### src/rtl/aes_sbox_pkg.sv
// Shared types and constants for the time-multiplexed AES S-box bank.
// Pass counts are derived from the number of physical lanes.
package aes_sbox_pkg;

    localparam int BYTE_W   = 8;
    localparam int SB_BYTES = 16;
    localparam int SW_BYTES = 4;

    typedef enum logic [2:0] {
        IDLE    = 3'd0,
        RUN_SB  = 3'd1,
        RUN_SW  = 3'd2,
        DONE_SB = 3'd3,
        DONE_SW = 3'd4
    } state_e;

    typedef enum logic {
        GRANT_SB = 1'b0,
        GRANT_SW = 1'b1
    } grant_e;

    function automatic bit lanes_legal(input int lanes);
        return (lanes == 1) || (lanes == 2) || (lanes == 4);
    endfunction

    function automatic int pass_count(input int lanes, input int nbytes);
        return nbytes / lanes;
    endfunction

endpackage

### src/rtl/sbox.sv
// AES forward S-box: multiplicative inverse in GF(2^8) followed by the affine map.
// Purely combinational; the inverse is x^254.
module sbox (
    input  logic [7:0] a,
    output logic [7:0] y
);

    function automatic logic [7:0] gf_mul(input logic [7:0] x, input logic [7:0] z);
        logic [7:0] p;
        logic [7:0] acc;
        p   = 8'h00;
        acc = x;
        for (int i = 0; i < 8; i++) begin
            if (z[i]) p = p ^ acc;
            acc = {acc[6:0], 1'b0} ^ (acc[7] ? 8'h1b : 8'h00);
        end
        return p;
    endfunction

    // Square-and-multiply over exponent 0xfe; maps 0 to 0 as the S-box requires.
    function automatic logic [7:0] gf_inv(input logic [7:0] x);
        logic [7:0] r;
        logic [7:0] base;
        logic [7:0] e;
        r    = 8'h01;
        base = x;
        e    = 8'hfe;
        for (int i = 0; i < 8; i++) begin
            if (e[i]) r = gf_mul(r, base);
            base = gf_mul(base, base);
        end
        return r;
    endfunction

    logic [7:0] inv;

    always_comb begin
        inv = gf_inv(a);
        y   = inv ^ {inv[6:0], inv[7]} ^ {inv[5:0], inv[7:6]}
                  ^ {inv[4:0], inv[7:5]} ^ {inv[3:0], inv[7:4]} ^ 8'h63;
    end

endmodule

### src/rtl/sbox_share_ctrl.sv
// Shares LANES S-box instances between the SubBytes state and the SubWord key path.
// Round-robin on ties, no preemption; each job walks its bytes LANES at a time.
module sbox_share_ctrl
    import aes_sbox_pkg::*;
#(
    parameter int LANES = 4
) (
    input  logic         clk,
    input  logic         rst,
    input  logic         sb_valid,
    output logic         sb_ready,
    input  logic [127:0] sb_data,
    output logic         sb_out_valid,
    input  logic         sb_out_ready,
    output logic [127:0] sb_out,
    input  logic         sw_valid,
    output logic         sw_ready,
    input  logic [31:0]  sw_word,
    output logic         sw_out_valid,
    input  logic         sw_out_ready,
    output logic [31:0]  sw_out,
    output logic         busy
);

    if (!lanes_legal(LANES)) begin : g_bad_lanes
        $error("sbox_share_ctrl: LANES must be 1, 2 or 4");
    end

    localparam int         SB_P    = pass_count(LANES, SB_BYTES);
    localparam int         SW_P    = pass_count(LANES, SW_BYTES);
    localparam logic [3:0] SB_LAST = 4'(SB_P - 1);
    localparam logic [3:0] SW_LAST = 4'(SW_P - 1);

    state_e       state;
    grant_e       last_grant;
    logic [3:0]   cnt;
    logic [127:0] work;
    logic [127:0] sb_res;
    logic [31:0]  sw_res;

    logic [3:0]        bidx     [LANES];
    logic [BYTE_W-1:0] lane_in  [LANES];
    logic [BYTE_W-1:0] lane_out [LANES];

    // Byte position handled by each lane in the current pass.
    for (genvar l = 0; l < LANES; l++) begin : g_lane
        assign bidx[l]    = 4'(cnt * LANES + l);
        assign lane_in[l] = work[{bidx[l], 3'b000} +: BYTE_W];
        sbox u_sbox (
            .a (lane_in[l]),
            .y (lane_out[l])
        );
    end

    // Readies depend only on registered state and the competing request.
    assign sb_ready = (state == IDLE) && (!sw_valid || last_grant == GRANT_SW);
    assign sw_ready = (state == IDLE) && (!sb_valid || last_grant == GRANT_SB);
    assign busy     = (state != IDLE);
    assign sb_out   = sb_res;
    assign sw_out   = sw_res;

    always_ff @(posedge clk) begin
        if (rst) begin
            state        <= IDLE;
            last_grant   <= GRANT_SB;
            cnt          <= 4'd0;
            sb_res       <= '0;
            sw_res       <= '0;
            sb_out_valid <= 1'b0;
            sw_out_valid <= 1'b0;
        end else begin
            case (state)
                IDLE: begin
                    if (sb_valid && sb_ready) begin
                        work       <= sb_data;
                        sb_res     <= '0;
                        cnt        <= 4'd0;
                        last_grant <= GRANT_SB;
                        state      <= RUN_SB;
                    end else if (sw_valid && sw_ready) begin
                        work       <= {96'd0, sw_word};
                        sw_res     <= '0;
                        cnt        <= 4'd0;
                        last_grant <= GRANT_SW;
                        state      <= RUN_SW;
                    end
                end
                RUN_SB: begin
                    for (int l = 0; l < LANES; l++)
                        sb_res[{bidx[l], 3'b000} +: BYTE_W] <= lane_out[l];
                    cnt <= cnt + 4'd1;
                    if (cnt == SB_LAST) begin
                        state        <= DONE_SB;
                        sb_out_valid <= 1'b1;
                    end
                end
                RUN_SW: begin
                    for (int l = 0; l < LANES; l++)
                        sw_res[{bidx[l][1:0], 3'b000} +: BYTE_W] <= lane_out[l];
                    cnt <= cnt + 4'd1;
                    if (cnt == SW_LAST) begin
                        state        <= DONE_SW;
                        sw_out_valid <= 1'b1;
                    end
                end
                DONE_SB: begin
                    if (sb_out_ready) begin
                        sb_out_valid <= 1'b0;
                        state        <= IDLE;
                    end
                end
                DONE_SW: begin
                    if (sw_out_ready) begin
                        sw_out_valid <= 1'b0;
                        state        <= IDLE;
                    end
                end
                default: state <= IDLE;
            endcase
        end
    end

endmodule

### config.mk
export PLATFORM = sky130hd
export DESIGN_NAME = sbox_share_ctrl
export DESIGN_NICKNAME = d
export VERILOG_FILES = /design/src/rtl/aes_sbox_pkg.sv /design/src/rtl/sbox.sv /design/src/rtl/sbox_share_ctrl.sv
export SDC_FILE = /design/constraint.sdc
export NUM_CORES = 2
export LEC_CHECK = 0
export BUFFER_PORTS_ARGS = -buffer_cell sky130_fd_sc_hd__buf_2
export CAP_MARGIN = 20
export CORE_UTILIZATION = 55
export CTS_CLUSTER_SIZE = 20
export DETAILED_ROUTE_END_ITERATION = 8
export PLACE_DENSITY = 0.74
export REMOVE_ABC_BUFFERS = 1
export SETUP_SLACK_MARGIN = 0.3
export SYNTH_ARGS = -nofsm -noshare
export SYNTH_HDL_FRONTEND = slang
export SYNTH_SLANG_ARGS = --single-unit
### constraint.sdc
create_clock -name clk -period 23.1 [get_ports clk]
set_input_delay 1.155 -clock clk [delete_from_list [all_inputs] [get_ports clk]]
set_output_delay 1.155 -clock clk [all_outputs]
set_load 0.02 [all_outputs]
==> results.txt <==
The first global-routing pass estimated 322500 um of wire. Hold repair after CTS inserted 0 buffers. The maximum number of pins on one net before global-route repair is 97. The final number of setup-violating endpoints is 0. After layout, the worst path uses 86.06% of the clock period. The arrival time of data at the critical path endpoint came out at 20.41 ns. The utilization after layout came out at 59.48%. The height of the die came out at 354.3 um.

The worst hold path belongs to the class reg -> reg. The worst setup path is captured at a flop. The minimum setup slack in the final design came out at 3.220 ns.

For this run the aggregate overflow at the end of global routing stands at 0. After floorplanning, the core was sized to cover 0.1225 sq mm. The max capacitance violation total is 0.

The register bit count reported by yosys came out at 298. Clock-pin slew was measured on the worst setup and hold paths at 0.06 ns. The via count of the first global-routing pass came out at 57850.

The I/O pin total came out at 331. The run finished with clean final reports. Setup repair after global routing left no endpoint under its margin. The clock net in this run drives a total of 298 sinks. The number of detailed-routing iterations run before antenna repair is 6. Buffers inserted during clock tree synthesis total 37. In this run, the number of DRC markers left after iteration 0 of detailed routing was 7232. The minimum clock period after layout came out at 19.88 ns.

In this run the core area contains 128 standard-cell rows. The number of cells on the worst hold path came out at 2. The detailed-route vias per instance came out at 6.183. The aggregate negative setup slack is 0 ns. The via count came out at 62270. The endpoint required time on the critical path came out at 23.63 ns. In this design, the critical path's most frequently occurring cell is xnor2_1. The biggest cell delay along the critical path came out at 0.97 ns. Hold is met by 0.4442 ns. The top fanout value on the critical path came out at 22. The maximum level of the CTS H-tree is 2.

The routed wire length per instance is 20.14 um. The transition time of the tightest slew-check pin came out at 1.122 ns. The die outline width came out at 354.3 um. The area enclosed by the die boundary came out at 0.1255 sq mm. The setup fix buffers added after clock tree synthesis is 0.

TritonCTS built the clock tree. The count of port buffers added during placement came out at 330. The worst setup path is of the reg -> reg kind. The sequential fraction of the synthesis area is 10.62%.

The overall global routing resource usage is 31.08%. The post-synthesis instance area came out at 0.06827 sq mm. The cell count after synthesis came out at 8350. Headroom to the max-slew limit came out at 24.66%. The growth of design area from synthesis to finish is 6.747%.

The leading register cell type out of synthesis is dfxtp_1. The total routed wirelength is 202900 um. The critical path's slowest cell is xnor2_1. Between clock sinks in the finished design, the worst skew comes to 0.04641 ns. Clock tree synthesis selected as its root buffer the cell clkbuf_16. The critical path startpoint category is a flop. In this run, synthesis inferred 128 flip-flops with an integrated enable. The average size of a mapped cell is 8.176 sq um.

The final weighted congestion in routability-driven placement is 0.9501. The buffer levels on the longest clock path came out at 3. Cells with a size suffix above 1 make up 13.70% of the layout. The placed wire-length estimate after detailed placement is 146900 um. The final count of hold timing violations came to 0.

The clock latency of the later-clocked register in the worst-skew pair is 0.62 ns. The DRC violation count after routing came out at 0. For the worst flop-to-flop path, the logic depth is 52. The Yosys step of the flow raised 0 warnings.

The detail route stage leaves a number of antenna-violating nets equal to 0. The final max-slew violation count is 0. OpenSTA, run right after detailed placement, puts the worst setup slack at 3.369 ns. The effective utilization at floorplan is 55.72%.

The count of distinct cell types in the synthesized netlist is 125. The count of nets after finishing came out at 8602. The initial antenna violation count came out at 12.

Based on the critical path, the design can be clocked at up to 50.30 MHz. The number of cells upsized or downsized after cts is 0. The proportion of register bits with asynchronous set or reset after synthesis came out at 0%.
cell usage after synthesis, types with 45 or more instances:
cell / n / area (sq um)
nor2_1: 1070 / 4016
and3_1: 137 / 857.1
nand2_1: 895 / 3359
or3_1: 46 / 287.8
a211oi_1: 77 / 578.1
o21ai_1: 79 / 395.4
o211ai_1: 69 / 518.0
a21oi_1: 384 / 1922
a22oi_1: 46 / 345.3
mux2i_1: 230 / 2302
xnor3_2: 50 / 1189
clkbuf_1: 334 / 1254
nand3_1: 184 / 920.9
xor2_2: 48 / 780.8
edfxtp_1: 128 / 3844
and2_1: 60 / 375.4
a22o_1: 107 / 937.2
a31oi_1: 54 / 337.8
buf_2: 136 / 680.7
dfxtp_1: 170 / 3403
nor3_1: 174 / 870.8
o22ai_1: 101 / 631.9
inv_1: 67 / 251.5
o21ai_0: 348 / 1742
xor3_1: 45 / 1070
xnor3_1: 330 / 7432
xnor2_2: 128 / 2082
mux2_2: 72 / 810.8
nand2b_1: 49 / 306.5
xnor2_1: 1511 / 13230
nor2b_1: 60 / 375.4
xor2_1: 394 / 3451
critical path, delay by kind of cell (launching register included):
family	cells	cell delay [ns]
buffers and inverters	5	1.40
muxes	3	0.95
and+or+nand+nor	7	1.97
AOI/OAI and AO/OA	5	1.56
xor gates and xnor gates	30	12.31
adders and majority gates	2	0.92
DFF	1	0.63
cell usage in the layout, fill, tap and decap left out, types with 72 or more instances in the layout:
| master | synthesis | routed |
|---|---|---|
| nor3_1 | 174 | 173 |
| and3_1 | 137 | 137 |
| o22ai_1 | 101 | 101 |
| dfxtp_1 | 170 | 168 |
| xnor2_1 | 1511 | 1479 |
| a22o_1 | 107 | 107 |
| mux2_2 | 72 | 72 |
| a211oi_1 | 77 | 77 |
| mux2i_1 | 230 | 230 |
| nor2_1 | 1070 | 1067 |
| xor2_1 | 394 | 388 |
| nand3_1 | 184 | 184 |
| buf_2 | 136 | 330 |
| edfxtp_1 | 128 | 128 |
| xnor3_1 | 330 | 330 |
| nand2_1 | 895 | 895 |
| a21oi_1 | 384 | 379 |
| buf_4 | 31 | 236 |
| o21ai_0 | 348 | 348 |
| o21ai_1 | 79 | 79 |
| xnor2_2 | 128 | 159 |
logic make-up (layout without fill, tap and decap cells):
logic type	Yosys count	after routing	synth area share [%]
XOR/XNOR	2546	2546	44.42
AND/OR/NAND/NOR	2839	2839	18.41
multiplexers	349	349	5.920
AO/OA/AOI/OAI	1655	1655	15.97
adder cells (fa/ha/maj)	30	30	0.5315
other	0	6	0
flip-flops	298	298	10.62
buffers and inverters	633	723	4.129
state kept, by name, summed over array words and instances (netlist names):
signal / flops
cnt: 4
last_grant: 1
sb_out: 128
sb_out_valid: 1
state: 3
sw_out: 32
sw_out_valid: 1
work: 128
area by class of cell:
cell class / count / area, sq um
multi-input cells: 7419 / 58560
well taps: 1625 / 2033
clock inverters: 20 / 202.7
flip-flops and latches: 298 / 7252
diodes: 6 / 15.01
inverters: 87 / 329.1
clock buffers: 48 / 1028
fillers: 10740 / 49650
repair buffers: 568 / 3453
layer usage:
layer | part of all wire (%) | routed length, um | GRT usage (%) | up-vias
met5 | 0.030 | 60 | 0 | -
met3 | 8.6 | 17410 | 4.267 | 370
met2 | 47 | 94680 | 51.02 | 2887
li1 | - | - | - | 29160
met1 | 42 | 85400 | 42.57 | 29840
met4 | 2.6 | 5317 | 8.750 | 8
final timing paths:
| kind | startpoint | endpoint | slack [ns] |
|---|---|---|---|
| setup / recovery | cnt[0] | sw_out[24] | 3.22 |
| hold / removal | sb_out[37] | sb_out[37] | 0.44 |
| setup reg to reg | cnt[0] | sw_out[24] | 3.22 |
| hold reg to reg | sb_out[37] | sb_out[37] | 0.44 |
per-stage QoR:
step                instance area (sq um)  cells
floorplan                           65780   7804
global placement                    71540   9988
detailed placement                  71560   9990
CTS                                 72790  10060
global route                        72870  10070
finish                              72870  10070
Power is not shown: default switching activity piles up to over one toggle a cycle in this logic, so the estimate is an artifact.
